**config.mk**
```make
export PLATFORM = sky130hd
export DESIGN_NAME = lighting_ramp_controller
export DESIGN_NICKNAME = d
export VERILOG_FILES = /design/src/rtl/lighting_pkg.sv /design/src/rtl/lighting_ramp_controller_thermo.sv /design/src/rtl/lighting_ramp_controller.sv
export SDC_FILE = /design/constraint.sdc
export NUM_CORES = 1
export LEC_CHECK = 0
export BUFFER_PORTS_ARGS = -buffer_cell sky130_fd_sc_hd__clkbuf_2
export CAP_MARGIN = 10
export CORE_AREA = 2 2 55 57
export CTS_CLUSTER_SIZE = 12
export DETAILED_ROUTE_END_ITERATION = 7
export DIE_AREA = 0 0 57 59
export PLACE_DENSITY_LB_ADDON = 0.12
export SLEW_MARGIN = 20
export SYNTH_ARGS = -nofsm -noshare
export SYNTH_HDL_FRONTEND = slang
export SYNTH_SLANG_ARGS = --single-unit
```
**constraint.sdc**
```tcl
create_clock -name i_clk -period 5.8 [get_ports i_clk]
set_clock_uncertainty 0.2 [all_clocks]
set_input_delay 0.58 -clock i_clk [delete_from_list [all_inputs] [get_ports i_clk]]
set_output_delay 0.58 -clock i_clk [all_outputs]
set_load 0.05 [all_outputs]
```
**src/rtl/lighting_pkg.sv**
```systemverilog
// Purpose : shared types and constants for the lighting ramp blocks.
// Latency : n/a (package only).
// Backpressure: n/a.
// Contents: ramp FSM state enum, level/lamp widths, and a helper that moves a
//           level one unit toward its target.
// Config  : none here; LIGHT_PREEMPT_EN is consumed by lighting_ramp_controller.
package lighting_pkg;

  localparam int LIGHT_LEVEL_W   = 4;
  localparam int LIGHT_MAX_LEVEL = 15;
  localparam int LAMP_COUNT      = 16;

  typedef enum logic [1:0] {
    IDLE  = 2'd0,
    SHADE = 2'd1,
    LAMPS = 2'd2,
    DONE  = 2'd3
  } light_ramp_state_t;

  // One unit toward tgt. Callers only use this when cur != tgt, so the
  // result can never wrap.
  function automatic logic [LIGHT_LEVEL_W-1:0] step_toward(
    input logic [LIGHT_LEVEL_W-1:0] cur,
    input logic [LIGHT_LEVEL_W-1:0] tgt
  );
    return (cur < tgt) ? cur + LIGHT_LEVEL_W'(1) : cur - LIGHT_LEVEL_W'(1);
  endfunction

endpackage

```
**src/rtl/lighting_ramp_controller_thermo.sv**
```systemverilog
// Purpose : lamp_thermo_decode, 4-bit lamp count to 16-bit thermometer enables.
// Latency : purely combinational.
// Backpressure: none.
// Ports   : i_count  - active lamp count 0..15
//           o_therm  - bit i set when i < i_count (15 -> 0x7FFF, 0 -> 0x0000)
module lamp_thermo_decode
  import lighting_pkg::*;
(
  input  logic [LIGHT_LEVEL_W-1:0] i_count,
  output logic [LAMP_COUNT-1:0]    o_therm
);

  // (1 << n) - 1 sets exactly the n low bits.
  assign o_therm = (LAMP_COUNT'(1) << i_count) - LAMP_COUNT'(1);

endmodule

```
**src/rtl/lighting_ramp_controller.sv**
```systemverilog
// Purpose : walks shade level then lamp count toward a latched target, one
//           unit every STEP_CYCLES clocks, reporting busy and a done pulse.
// Latency : done in cycle ds*S + dl*S + 3 after the accepting edge.
// Backpressure: o_upd_ready high only in IDLE; with LIGHT_PREEMPT_EN defined it
//           is also high in SHADE/LAMPS and a new target restarts the ramp.
// Ports   : i_clk, i_rst (sync, active high); i_upd_valid/o_upd_ready handshake
//           with i_tgt_shade/i_tgt_lamps; o_wshade, o_lightnum, o_lightstate
//           drive the motor and lamps; o_busy, o_done report progress.
// Config  : LIGHT_PREEMPT_EN - accept targets mid-ramp.
module lighting_ramp_controller
  import lighting_pkg::*;
#(
  parameter int STEP_CYCLES = 4
) (
  input  logic                     i_clk,
  input  logic                     i_rst,
  input  logic                     i_upd_valid,
  output logic                     o_upd_ready,
  input  logic [LIGHT_LEVEL_W-1:0] i_tgt_shade,
  input  logic [LIGHT_LEVEL_W-1:0] i_tgt_lamps,
  output logic [LIGHT_LEVEL_W-1:0] o_wshade,
  output logic [LIGHT_LEVEL_W-1:0] o_lightnum,
  output logic [LAMP_COUNT-1:0]    o_lightstate,
  output logic                     o_busy,
  output logic                     o_done
);

  localparam int CNT_W = (STEP_CYCLES > 1) ? $clog2(STEP_CYCLES) : 1;
  localparam logic [CNT_W-1:0] CNT_LAST = CNT_W'(STEP_CYCLES - 1);

  light_ramp_state_t        r_state;
  light_ramp_state_t        w_state_nxt;
  logic [LIGHT_LEVEL_W-1:0] r_tgt_shade, w_tgt_shade_nxt;
  logic [LIGHT_LEVEL_W-1:0] r_tgt_lamps, w_tgt_lamps_nxt;
  logic [LIGHT_LEVEL_W-1:0] r_wshade, w_wshade_nxt;
  logic [LIGHT_LEVEL_W-1:0] r_lightnum, w_lightnum_nxt;
  logic [CNT_W-1:0]         r_cnt, w_cnt_nxt;
  logic                     w_upd_ready;
  logic                     w_xfer;
  logic                     w_step;

  always_ff @(posedge i_clk) begin
    if (i_rst) begin
      r_state <= IDLE;
    end else begin
      r_state <= w_state_nxt;
    end
  end

  always_ff @(posedge i_clk) begin
    if (i_rst) begin
      r_tgt_shade <= '0;
      r_tgt_lamps <= '0;
      r_wshade    <= '0;
      r_lightnum  <= '0;
      r_cnt       <= '0;
    end else begin
      r_tgt_shade <= w_tgt_shade_nxt;
      r_tgt_lamps <= w_tgt_lamps_nxt;
      r_wshade    <= w_wshade_nxt;
      r_lightnum  <= w_lightnum_nxt;
      r_cnt       <= w_cnt_nxt;
    end
  end

  always_comb begin
`ifdef LIGHT_PREEMPT_EN
    w_upd_ready = (r_state != DONE);
`else
    w_upd_ready = (r_state == IDLE);
`endif
    w_xfer          = i_upd_valid && w_upd_ready;
    w_step          = (r_cnt == CNT_LAST);
    w_state_nxt     = r_state;
    w_tgt_shade_nxt = r_tgt_shade;
    w_tgt_lamps_nxt = r_tgt_lamps;
    w_wshade_nxt    = r_wshade;
    w_lightnum_nxt  = r_lightnum;
    w_cnt_nxt       = r_cnt;

    case (r_state)
      IDLE: begin
        // Acceptance is handled by the transfer override below.
      end
      SHADE: begin
        if (r_wshade == r_tgt_shade) begin
          w_state_nxt = LAMPS;
          w_cnt_nxt   = '0;
        end else if (w_step) begin
          w_wshade_nxt = step_toward(r_wshade, r_tgt_shade);
          w_cnt_nxt    = '0;
        end else begin
          w_cnt_nxt = r_cnt + CNT_W'(1);
        end
      end
      LAMPS: begin
        if (r_lightnum == r_tgt_lamps) begin
          w_state_nxt = DONE;
          w_cnt_nxt   = '0;
        end else if (w_step) begin
          w_lightnum_nxt = step_toward(r_lightnum, r_tgt_lamps);
          w_cnt_nxt      = '0;
        end else begin
          w_cnt_nxt = r_cnt + CNT_W'(1);
        end
      end
      DONE: begin
        w_state_nxt = IDLE;
      end
      default: begin
        w_state_nxt = IDLE;
      end
    endcase

    // An accepted target always restarts from SHADE. Mid-ramp (preempt build
    // only) the driven levels are held so the motor and lamps never jump, and
    // the superseded ramp never reaches DONE.
    if (w_xfer) begin
      w_tgt_shade_nxt = i_tgt_shade;
      w_tgt_lamps_nxt = i_tgt_lamps;
      w_wshade_nxt    = r_wshade;
      w_lightnum_nxt  = r_lightnum;
      w_cnt_nxt       = '0;
      w_state_nxt     = SHADE;
    end
  end

  lamp_thermo_decode u_thermo (
    .i_count (r_lightnum),
    .o_therm (o_lightstate)
  );

  assign o_upd_ready = w_upd_ready;
  assign o_wshade    = r_wshade;
  assign o_lightnum  = r_lightnum;
  assign o_busy      = (r_state != IDLE);
  assign o_done      = (r_state == DONE);

endmodule

```
Yosys cells after proc, flatten, opt, wreduce, memory -nomap -nowiden
Index checks and enable logic that the tools add are counted.
{"block": "classes", "mux": 10, "n_bitwise": 3, "shift": 1, "n_mul": 0, "div_mod_pow": 0, "n_lt_le_gt_ge": 2, "eq_ne": 10, "addsub": 6, "n_reduce_logical": 11}
{"operator": "left shift 1 x 4 -> 16 bit, first input constant", "n": 1}
{"operator": "subtractor 16 x 2 -> 16 bit, second input constant", "n": 1}
{"operator": "2-to-1 mux 2 bit", "n": 5}
{"operator": "adder 4 x 1 -> 4 bit, second input constant", "n": 2}
{"operator": "== test 4 bit", "n": 2}
{"operator": "< comparator 4 bit", "n": 2}
{"operator": "2-to-1 mux 4 bit", "n": 2}
{"operator": "AND reduction 4 bit", "n": 2}
{"operator": "subtractor 4 x 1 -> 4 bit, second input constant", "n": 2}
{"operator": "== test 2 bit, second input constant", "n": 3}
{"operator": "!= test 3 bit, second input constant", "n": 2}
{"operator": "case mux 2 bit (3 select lines)", "n": 1}
{"operator": "AND reduction 3 bit", "n": 2}
{"operator": "!= test 2 bit, second input constant", "n": 2}
{"operator": "case mux 2 bit (2 select lines)", "n": 1}
{"operator": "nonzero test 2 bit", "n": 2}
{"operator": "nonzero test 4 bit", "n": 1}
{"operator": "NOT 1 bit", "n": 3}
{"operator": "nonzero test 3 bit", "n": 1}
{"operator": "adder 2 x 1 -> 2 bit, second input constant", "n": 1}
{"operator": "== test 2 x 1 -> 1 bit, second input constant", "n": 1}
{"operator": "zero test 2 bit", "n": 1}
{"operator": "OR reduction 2 bit", "n": 1}
{"operator": "logical AND 1 bit", "n": 1}
{"operator": "2-to-1 mux 1 bit", "n": 1}
{"block": "word_totals", "mem_count": 0, "ramBits": 0, "output_inout_bits": 27, "reg_bits": 20, "rom_bits": 0, "inputBits": 11, "wordCells": 50, "latch_bits": 0}

Logic depth before layout (Yosys ltp)
Gate-level depths: netlist (run 1).
{"block": "depth", "word_depth": 4, "ltp_mapped": 11, "ltp_nobuf": 11}

Hierarchy
From an unflattened synthesis (run 1), not the netlist that was laid out.
{"block": "unflattened", "hier_cells": 184, "area_unflattened_um2": 1566.5}
{"module": "lighting_ramp_controller", "area_per_inst_um2": 1298.7, "instances": 1, "cells_each": 144, "seq_area_each_um2": 400.4}
{"module": "lamp_thermo_decode", "area_per_inst_um2": 267.8, "instances": 1, "cells_each": 40, "seq_area_each_um2": 0.0}

Least setup slack after synthesis (run 1)
No wires, ideal clock.
{"block": "synth_timing", "kind": "register -> output", "start": "register r_lightnum[2] (netlist: o_lightnum[2])", "end": "output o_lightstate[12]", "setup_slack_ns": 1.382, "path_stages_with_launch": 9, "path_buffers": 2, "required_ns": 5.020, "t_arrival_ns": 3.638, "cell_sequence": "dfxtp_1 > buf_2 > nor2_1 > inv_1 > or3_1 > ha_1 > buf_1 > a22oi_1 > o21ai_0"}
{"block": "synth_via", "elab_chain_len": 2}
{"element": "start: declaration", "line": "lighting_ramp_controller.sv:36", "source": "logic [LIGHT_LEVEL_W-1:0] r_lightnum, w_lightnum_nxt;"}
{"element": "start signal: assignment", "line": "lighting_ramp_controller.sv:61", "source": "r_lightnum <= w_lightnum_nxt;"}
{"element": "left shift 1 x 4 -> 16 bit", "line": "lighting_ramp_controller_thermo.sv:14", "source": "assign o_therm = (LAMP_COUNT'(1) << i_count) - LAMP_COUNT'(1);"}
{"element": "subtractor 16 x 2 -> 16 bit", "line": "lighting_ramp_controller_thermo.sv:14"}
{"element": "end: declaration", "line": "lighting_ramp_controller.sv:23", "source": "output logic [LAMP_COUNT-1:0] o_lightstate,"}
Every way passes these cells.

Final worst setup path (run 1)
{"block": "layout_timing", "start": "register r_lightnum[3] (netlist: o_lightnum[3])", "end": "output o_lightstate[10]"}
Same word-level chain as after synthesis.

==> impl_metrics.xml, run 1 <==
<?xml version="1.0" encoding="UTF-8"?>
<metrics>
  <group name="status">
    <metric name="status" unit="">finished, final reports clean</metric>
  </group>
  <group name="logic_synthesis">
    <metric name="synth_edf_count" unit="">0</metric>
    <metric name="share_of_the_synthesized_area_in_the_top_cell_type" unit="">0.263</metric>
    <metric name="post_synthesis_sequential_element_count" unit="">20</metric>
    <metric name="netlist_instances" unit="">189</metric>
    <metric name="syn_area_per_cell" unit="sq um">8.06</metric>
    <metric name="synth_area" unit="sq um">1520</metric>
    <metric name="synth-main-ff-cell" unit="">sky130_fd_sc_hd__dfxtp_1</metric>
    <metric name="syn-num-nets" unit="">221</metric>
    <metric name="asyncSetResetFlopFracSynth" unit="">0</metric>
    <metric name="synth_top_cells_by_area" unit="">sky130_fd_sc_hd__dfxtp_1 26%, sky130_fd_sc_hd__ha_1 16%, sky130_fd_sc_hd__a21oi_1 5.9%, sky130_fd_sc_hd__nand2_1 5.7%, sky130_fd_sc_hd__inv_1 3.7%</metric>
    <metric name="ys_warn_count" unit="">0</metric>
    <metric name="synthDominantAreaCellType" unit="">sky130_fd_sc_hd__dfxtp_1</metric>
    <metric name="yosys.cell_types.count" unit="">46</metric>
    <metric name="synth.top_cells.by_count" unit="">23 x sky130_fd_sc_hd__nand2_1, 20 x sky130_fd_sc_hd__dfxtp_1, 19 x sky130_fd_sc_hd__ha_1, 18 x sky130_fd_sc_hd__a21oi_1, 15 x sky130_fd_sc_hd__inv_1</metric>
    <metric name="post-synth-top-count-cell" unit="">sky130_fd_sc_hd__nand2_1</metric>
    <metric name="sequential_to_total_area_share_from_yosys_stat" unit="">0.263</metric>
  </group>
  <group name="timing">
    <metric name="slew_headroom" unit="">0.659</metric>
    <metric name="layout_worst_path_cycle_share" unit="">0.585</metric>
    <metric name="worst_pin_slew" unit="ns">0.510</metric>
    <metric name="setup-violations-final" unit="">0</metric>
    <metric name="setup_tns" unit="ns">0</metric>
    <metric name="hold_violations" unit="">0</metric>
    <metric name="peak_freq" unit="MHz">295</metric>
    <metric name="hold-worst-slack" unit="ns">0.262</metric>
    <metric name="grt_setup_unrepaired" unit="">no</metric>
    <metric name="finalCriticalPeriod" unit="ns">3.39</metric>
    <metric name="setup_ws" unit="ns">2.41</metric>
    <metric name="slew_viol_final" unit="">0</metric>
  </group>
  <group name="critical_path">
    <metric name="worstPathRequired" unit="ns">5.02</metric>
    <metric name="worst_setup_sp_type" unit="">flip-flop</metric>
    <metric name="r2r.worst_path.cells" unit="">10</metric>
    <metric name="cp.depth" unit="">9</metric>
    <metric name="worstSetupEndpointType" unit="">output pin</metric>
    <metric name="critical_path.max_stage_delay" unit="ns">0.47</metric>
    <metric name="worstPathBufferInverterCount" unit="">2</metric>
    <metric name="path_common_cell" unit="">sky130_fd_sc_hd__o21ai_0</metric>
    <metric name="timing.critical_path.cells" unit="">nor2_1 -&gt; inv_1 -&gt; or3_1 -&gt; ha_1 -&gt; and2_1 -&gt; o21ai_0 -&gt; a21bo_2 -&gt; o21ai_0 -&gt; clkbuf_2</metric>
    <metric name="crit_family" unit="">simple AND/OR/NAND/NOR gates</metric>
    <metric name="crit_fanout" unit="">18</metric>
    <metric name="critical_path_slowest_stage_cell" unit="">sky130_fd_sc_hd__dfxtp_1</metric>
    <metric name="timing.critical_path.arrival" unit="ns">2.61</metric>
    <metric name="critPathKind" unit="">flip-flop to output pin</metric>
  </group>
  <group name="final_layout">
    <metric name="layout.cells.non_filler" unit="">249</metric>
    <metric name="final_cell_area" unit="sq um">1720</metric>
    <metric name="postLayoutCoreUtil" unit="">0.633</metric>
    <metric name="insertedDiodeCount" unit="">0</metric>
    <metric name="drive_gt1_frac" unit="">0.234</metric>
    <metric name="final_net_count" unit="">252</metric>
    <metric name="final-seq-area" unit="sq um">400</metric>
    <metric name="multi_input_comb_area" unit="sq um">1010</metric>
    <metric name="fillers" unit="">262</metric>
    <metric name="area.growth.synth_to_final" unit="%">12.6</metric>
  </group>
  <group name="placement">
    <metric name="placement.io_buffers" unit="">36</metric>
    <metric name="dpl_worst_slack" unit="ns">2.73</metric>
    <metric name="place_hpwl" unit="um">2290</metric>
    <metric name="dpl.cell_count" unit="">246</metric>
    <metric name="routability_congestion_estimate" unit="">0.805</metric>
    <metric name="detailed_place.area" unit="sq um">1690</metric>
  </group>
  <group name="die">
    <metric name="die_w" unit="um">57</metric>
    <metric name="die_height" unit="um">59</metric>
    <metric name="initial_core_util" unit="">0.562</metric>
    <metric name="std_cell_rows" unit="">19</metric>
    <metric name="design.portCount" unit="">38</metric>
    <metric name="die_area" unit="sq um">3360</metric>
    <metric name="core_area" unit="sq um">2710</metric>
  </group>
  <group name="global_routing">
    <metric name="vias_in_the_first_global_route" unit="">1217</metric>
    <metric name="grt_start_max_net_pins" unit="">23</metric>
    <metric name="grt_first_pass_wirelength" unit="um">5040</metric>
    <metric name="gr_ovfl_total" unit="">0</metric>
    <metric name="antenna_found_initial" unit="">0</metric>
    <metric name="grt.total_usage" unit="">0.186</metric>
  </group>
  <group name="route">
    <metric name="first_pass_iters" unit="">4</metric>
    <metric name="finalWirelength" unit="um">2840</metric>
    <metric name="vias_per_cell" unit="">5.36</metric>
    <metric name="drt_iter0_drc" unit="">33</metric>
    <metric name="drt_drc_violations_left" unit="">0</metric>
    <metric name="avgRoutedWirePerCell" unit="um">11.4</metric>
    <metric name="antenna_violating_nets_post_route" unit="">0</metric>
    <metric name="via_count" unit="">1334</metric>
  </group>
  <group name="power">
    <metric name="power.leakage" unit="nW">0.835</metric>
    <metric name="report.power.total" unit="mW">0.457</metric>
    <metric name="power-per-cell-area" unit="nW/um^2">266</metric>
    <metric name="max-vdd-ir-drop" unit="V">0.000221</metric>
  </group>
  <group name="cts">
    <metric name="clkSlewWorstSetupHoldPaths" unit="ns">0.10</metric>
    <metric name="clock_tree_from_tritoncts" unit="">built</metric>
    <metric name="cts_buffers" unit="">3</metric>
    <metric name="cts_post_setup_buffers_inserted" unit="">0</metric>
    <metric name="cts-root-buf" unit="">sky130_fd_sc_hd__clkbuf_4</metric>
    <metric name="cts.sinks" unit="">20</metric>
    <metric name="clock_insertion_delay_worst_skew" unit="ns">0.29</metric>
    <metric name="holdBufCountCts" unit="">0</metric>
    <metric name="ctsResizeCount" unit="">0</metric>
    <metric name="ctsHtreeMaxLevel" unit="">1</metric>
    <metric name="clock_tree.buffer_depth" unit="">2</metric>
  </group>
  <group name="job">
    <metric name="max-cap-violations" unit="">0</metric>
  </group>
  <group name="min_path">
    <metric name="min_delay_path_depth" unit="">2</metric>
    <metric name="worstHoldPathType" unit="">flip-flop to flip-flop</metric>
  </group>
</metrics>
==> layout make-up <==
type / instances / area share
Sequential cell: 20 / 0.233
Tap cell: 31 / 0.0226
Inverter: 16 / 0.0350
Clock buffer: 3 / 0.0131
Multi-Input combinational cell: 143 / 0.591
Timing Repair Buffer: 36 / 0.105
==> flip-flops by register name, summed over array words and instances (netlist names) <==
name / flops
r_tgt_shade: 4
r_tgt_lamps: 4
o_wshade: 4
r_state: 2
o_lightnum: 4
r_cnt: 2
==> cells in the final DEF (no fill, tap or decap), types with 2 or more instances in the layout <==
| cell type | synthesis | final |
|---|---|---|
| sky130_fd_sc_hd__o211ai_1 | 3 | 3 |
| sky130_fd_sc_hd__clkbuf_4 | 0 | 3 |
| sky130_fd_sc_hd__mux2i_1 | 5 | 5 |
| sky130_fd_sc_hd__clkbuf_2 | 0 | 36 |
| sky130_fd_sc_hd__nand3_1 | 2 | 2 |
| sky130_fd_sc_hd__nor2_1 | 14 | 14 |
| sky130_fd_sc_hd__nand2b_1 | 3 | 3 |
| sky130_fd_sc_hd__xnor2_1 | 2 | 2 |
| sky130_fd_sc_hd__or3_1 | 2 | 2 |
| sky130_fd_sc_hd__nor3_1 | 3 | 3 |
| sky130_fd_sc_hd__a21o_1 | 3 | 3 |
| sky130_fd_sc_hd__a21oi_1 | 18 | 18 |
| sky130_fd_sc_hd__xor2_1 | 3 | 3 |
| sky130_fd_sc_hd__and2_1 | 3 | 3 |
| sky130_fd_sc_hd__and3_1 | 3 | 3 |
| sky130_fd_sc_hd__o21ai_0 | 9 | 9 |
| sky130_fd_sc_hd__a211oi_1 | 2 | 2 |
| sky130_fd_sc_hd__dfxtp_1 | 20 | 20 |
| sky130_fd_sc_hd__inv_1 | 15 | 15 |
| sky130_fd_sc_hd__mux2_1 | 2 | 2 |
| sky130_fd_sc_hd__fa_1 | 2 | 2 |
| sky130_fd_sc_hd__nor2b_1 | 4 | 4 |
| sky130_fd_sc_hd__ha_1 | 19 | 19 |
| sky130_fd_sc_hd__nand2_1 | 23 | 23 |
==> kinds of logic after synthesis <==
group                    Yosys count  synth area share
AND/OR/NAND/NOR                   64             0.210
AO/OA/AOI/OAI                     44             0.186
buffers and inverters             26            0.0722
adder cells (fa/ha/maj)           21             0.182
flip-flops                        20             0.263
multiplexers                       8            0.0550
XOR/XNOR                           5            0.0287
other                              1           0.00246
==> report_power, final <==
group	internal (mW)	switching, mW	total [mW]
logic	0.0806	0.146	0.226
registers	0.154	0.0129	0.167
clock network	0.0241	0.0391	0.0632
total	0.259	0.198	0.457
==> routing by layer <==
layer	wire (um)	vias up	track usage
met5	0	-	0
met4	13	0	0.0399
met3	88	2	0.0262
met2	1450	21	0.353
met1	1290	612	0.224
li1	-	699	-
==> worst register-to-register path, cell delays in order (launching register included) <==
cell	delay, ns
sky130_fd_sc_hd__dfxtp_1	0.65
sky130_fd_sc_hd__ha_1	0.34
sky130_fd_sc_hd__nor2b_1	0.14
sky130_fd_sc_hd__o211ai_1	0.23
sky130_fd_sc_hd__nand2_1	0.16
sky130_fd_sc_hd__ha_1	0.34
sky130_fd_sc_hd__a21oi_1	0.16
sky130_fd_sc_hd__nand2_1	0.08
sky130_fd_sc_hd__a21o_1	0.15
sky130_fd_sc_hd__a21oi_1	0.13
sky130_fd_sc_hd__mux2_1	0.33
==> worst paths after layout <==
| check | startpoint | to | slack [ns] |
|---|---|---|---|
| worst max-delay path | o_lightnum[3] | o_lightstate[10] | 2.41 |
| worst min-delay path | r_tgt_lamps[3] | r_tgt_lamps[3] | 0.26 |
| worst max register to register | o_lightnum[1] | o_lightnum[3] | 2.78 |
| worst min register to register | r_tgt_lamps[3] | r_tgt_lamps[3] | 0.26 |
No activity file was read; power rests on OpenSTA's default activity.
==> run 2, diff against run 1 <==
--- a/config.mk
+++ b/config.mk
@@ -7,10 +7,10 @@
 export LEC_CHECK = 0
 export BUFFER_PORTS_ARGS = -buffer_cell sky130_fd_sc_hd__clkbuf_2
 export CAP_MARGIN = 10
-export CORE_AREA = 2 2 55 57
+export CORE_AREA = 2 2 60 62
 export CTS_CLUSTER_SIZE = 12
 export DETAILED_ROUTE_END_ITERATION = 7
-export DIE_AREA = 0 0 57 59
+export DIE_AREA = 0 0 62 64
 export PLACE_DENSITY_LB_ADDON = 0.12
 export SLEW_MARGIN = 20
 export SYNTH_ARGS = -nofsm -noshare
==> constraint.sdc (replaced) <==
create_clock -name i_clk -period 2.9 [get_ports i_clk]
set_clock_uncertainty 0.2 [all_clocks]
set_input_delay 0.29 -clock i_clk [delete_from_list [all_inputs] [get_ports i_clk]]
set_output_delay 0.29 -clock i_clk [all_outputs]
set_load 0.05 [all_outputs]
==> run 2 against run 1 <==
  * The run now ends with hold timing left
  * Via count up 8.5%
  * Sequential power is 99% higher
  * Clock-buffer cell count unchanged
  * Critical path type unchanged
  * Critical path depth is 1 lower
  * Worst setup slack lost 2.3 ns
  * Register-to-register slack lost 2.6 ns
==> impl_metrics.xml, run 2 (same netlist as run 1, synthesis figures left out) <==
<?xml version="1.0" encoding="UTF-8"?>
<metrics>
  <group name="cts">
    <metric name="clock_insertion_delay_worst_skew" unit="ns">0.31</metric>
    <metric name="clock_tree_from_tritoncts" unit="">built</metric>
    <metric name="cts_buffers" unit="">3</metric>
    <metric name="cts.sinks" unit="">20</metric>
    <metric name="cts-root-buf" unit="">sky130_fd_sc_hd__clkbuf_4</metric>
    <metric name="ctsHtreeMaxLevel" unit="">1</metric>
    <metric name="clkSlewWorstSetupHoldPaths" unit="ns">0.12</metric>
    <metric name="clock_tree.buffer_depth" unit="">2</metric>
  </group>
  <group name="global_routing">
    <metric name="grt_first_pass_wirelength" unit="um">5630</metric>
    <metric name="grt_start_max_net_pins" unit="">23</metric>
    <metric name="vias_in_the_first_global_route" unit="">1350</metric>
    <metric name="grt.total_usage" unit="">0.182</metric>
    <metric name="gr_ovfl_total" unit="">0</metric>
    <metric name="antenna_found_initial" unit="">0</metric>
  </group>
  <group name="die">
    <metric name="initial_core_util" unit="">0.464</metric>
    <metric name="core_area" unit="sq um">3280</metric>
    <metric name="design.portCount" unit="">38</metric>
    <metric name="die_height" unit="um">64</metric>
    <metric name="std_cell_rows" unit="">21</metric>
    <metric name="die_area" unit="sq um">3970</metric>
    <metric name="die_w" unit="um">62</metric>
  </group>
  <group name="power">
    <metric name="power_frac_comb" unit="">0.455</metric>
    <metric name="power.share.sequential" unit="">0.320</metric>
    <metric name="p_switching" unit="mW">0.420</metric>
    <metric name="clock_power_share" unit="">0.225</metric>
    <metric name="power_report.internal_total" unit="mW">0.622</metric>
    <metric name="report.power.total" unit="mW">1.04</metric>
    <metric name="power.leakage" unit="nW">0.929</metric>
    <metric name="power-per-cell-area" unit="nW/um^2">530</metric>
    <metric name="max-vdd-ir-drop" unit="V">0.000562</metric>
    <metric name="sw_frac_of_total" unit="">0.403</metric>
  </group>
  <group name="route">
    <metric name="highest-signal-layer" unit="">met4</metric>
    <metric name="first_pass_iters" unit="">5</metric>
    <metric name="wl_met1" unit="um">1520</metric>
    <metric name="avgRoutedWirePerCell" unit="um">12.3</metric>
    <metric name="wl_met3" unit="um">126</metric>
    <metric name="drt_iter0_drc" unit="">83</metric>
    <metric name="drt_drc_violations_left" unit="">0</metric>
    <metric name="via_count" unit="">1448</metric>
    <metric name="vias_per_cell" unit="">5.21</metric>
    <metric name="antenna_violating_nets_post_route" unit="">0</metric>
    <metric name="finalWirelength" unit="um">3420</metric>
    <metric name="met2WireLength" unit="um">1750</metric>
  </group>
  <group name="timing">
    <metric name="grt_setup_unrepaired" unit="">no</metric>
    <metric name="hold_violations" unit="">1</metric>
    <metric name="hold-worst-slack" unit="ns">-0.00420</metric>
    <metric name="peak_freq" unit="MHz">364</metric>
    <metric name="finalCriticalPeriod" unit="ns">2.75</metric>
    <metric name="slew_viol_final" unit="">0</metric>
    <metric name="setup-violations-final" unit="">0</metric>
    <metric name="layout_worst_path_cycle_share" unit="">0.947</metric>
    <metric name="setup_tns" unit="ns">0</metric>
  </group>
  <group name="job">
    <metric name="max-cap-violations" unit="">0</metric>
  </group>
  <group name="final_layout">
    <metric name="multi_input_comb_area" unit="sq um">1090</metric>
    <metric name="fillers" unit="">294</metric>
    <metric name="final_net_count" unit="">265</metric>
    <metric name="top_library_cells_by_usage_in_the_layout_fill_and_taps_aside" unit="">35 x sky130_fd_sc_hd__clkbuf_2, 23 x sky130_fd_sc_hd__nand2_1, 18 x sky130_fd_sc_hd__a21oi_1, 18 x sky130_fd_sc_hd__ha_1, 16 x sky130_fd_sc_hd__dfxtp_1</metric>
    <metric name="final-seq-area" unit="sq um">410</metric>
    <metric name="area.growth.synth_to_final" unit="%">29.0</metric>
    <metric name="drive_gt1_frac" unit="">0.323</metric>
    <metric name="insertedDiodeCount" unit="">0</metric>
    <metric name="mostFrequentLayoutCell" unit="">sky130_fd_sc_hd__clkbuf_2</metric>
  </group>
  <group name="critical_path">
    <metric name="r2r.worst_path.cells" unit="">11</metric>
    <metric name="ff_to_ff_start" unit="">r_tgt_lamps[1]</metric>
    <metric name="r2r-end" unit="">o_lightnum[3]</metric>
    <metric name="timing.critical_path.arrival" unit="ns">2.26</metric>
    <metric name="timing.reg2reg.setup_slack" unit="ns">0.23</metric>
    <metric name="crit_fanout" unit="">15</metric>
    <metric name="worstSetupEndpointType" unit="">output pin</metric>
    <metric name="critical_path.startpoint" unit="">o_lightnum[1]</metric>
    <metric name="worstPathRequired" unit="ns">2.41</metric>
    <metric name="critPathKind" unit="">flip-flop to output pin</metric>
    <metric name="worst_setup_sp_type" unit="">flip-flop</metric>
  </group>
  <group name="min_path">
    <metric name="worstHoldPathType" unit="">input pin to flip-flop</metric>
    <metric name="hold_end" unit="">r_tgt_lamps[3]</metric>
    <metric name="hold_path_startpoint" unit="">i_tgt_lamps[3]</metric>
    <metric name="min_delay_path_depth" unit="">3</metric>
  </group>
  <group name="status">
    <metric name="violated_checks" unit="">hold timing</metric>
    <metric name="status" unit="">finished with violations</metric>
  </group>
  <group name="placement">
    <metric name="placement.io_buffers" unit="">36</metric>
    <metric name="routability_congestion_estimate" unit="">0.750</metric>
    <metric name="place_hpwl" unit="um">2610</metric>
  </group>
</metrics>
==> run 2: area by class of cell <==
| class | count | area share |
|---|---|---|
| Multi-Input combinational cell | 143 | 0.553 |
| Sequential cell | 20 | 0.209 |
| Timing Repair Buffer | 49 | 0.150 |
| Inverter | 16 | 0.0318 |
| Tap cell | 46 | 0.0293 |
| Clock inverter | 1 | 0.0153 |
| Clock buffer | 3 | 0.0115 |
==> run 2: layer usage <==
layer | vias to the layer above | GRT usage
li1 | 728 | -
met1 | 682 | 0.217
met2 | 34 | 0.327
met3 | 4 | 0.0243
met4 | 0 | 0.0479
met5 | - | 0
==> run 2: timing repair <==
action                                  in CTS  in global routing
endpoints found under the hold margin        5                  1
pin swaps                                    0                  3
hold buffers                                 5                  1
gates cloned                                 0                  0
endpoints found under the setup margin       6                  7
buffers inserted                             0                  5
resized for setup                            3                  4
==> run 2: through the flow <==
stage | worst slack [ns] | hold slack (ns) | instances | utilization | area (sq um)
after floorplan | 0.0133 | 0.226 | 189 | - | 1590
after global placement | 0.219 | 0.244 | 263 | 0.545 | 1790
after detailed placement | 0.153 | 0.249 | 263 | 0.545 | 1790
after CTS | 0.0237 | 0.00153 | 272 | 0.579 | 1900
after global routing | 0.0200 | 0.0171 | 278 | 0.598 | 1970
final | 0.155 | -0.00420 | 278 | 0.598 | 1970
==> run 2: power groups by stage <==
stage / registers (mW) / clock network, mW / logic, mW
after global routing: 0.340 / 0.254 / 0.517
after detailed placement: 0.341 / 0 / 0.461
after floorplan: 0.334 / 0 / 0.375
after CTS: 0.334 / 0.237 / 0.468
after global placement: 0.339 / 0 / 0.439
final: 0.333 / 0.235 / 0.474
==> run 2: worst max-delay path, stage by stage (launching register included) <==
cell	delay, ns
sky130_fd_sc_hd__dfxtp_2	0.35
sky130_fd_sc_hd__buf_4	0.19
sky130_fd_sc_hd__or3_1	0.43
sky130_fd_sc_hd__ha_4	0.24
sky130_fd_sc_hd__and2_1	0.20
sky130_fd_sc_hd__o21ai_1	0.14
sky130_fd_sc_hd__a21bo_2	0.15
sky130_fd_sc_hd__o21ai_2	0.05
sky130_fd_sc_hd__clkbuf_4	0.21
==> run 2: how the worst max path moves through the flow <==
stage	end	slack, ns	cells past startpoint
global placement	o_lightnum[3]	0.22	9
global route	o_lightnum[3]	0.02	11
finish	o_lightstate[10]	0.15	8
CTS	o_lightstate[4]	0.02	8
floorplan	o_lightstate[4]	0.01	9
detailed placement	o_lightnum[3]	0.15	9
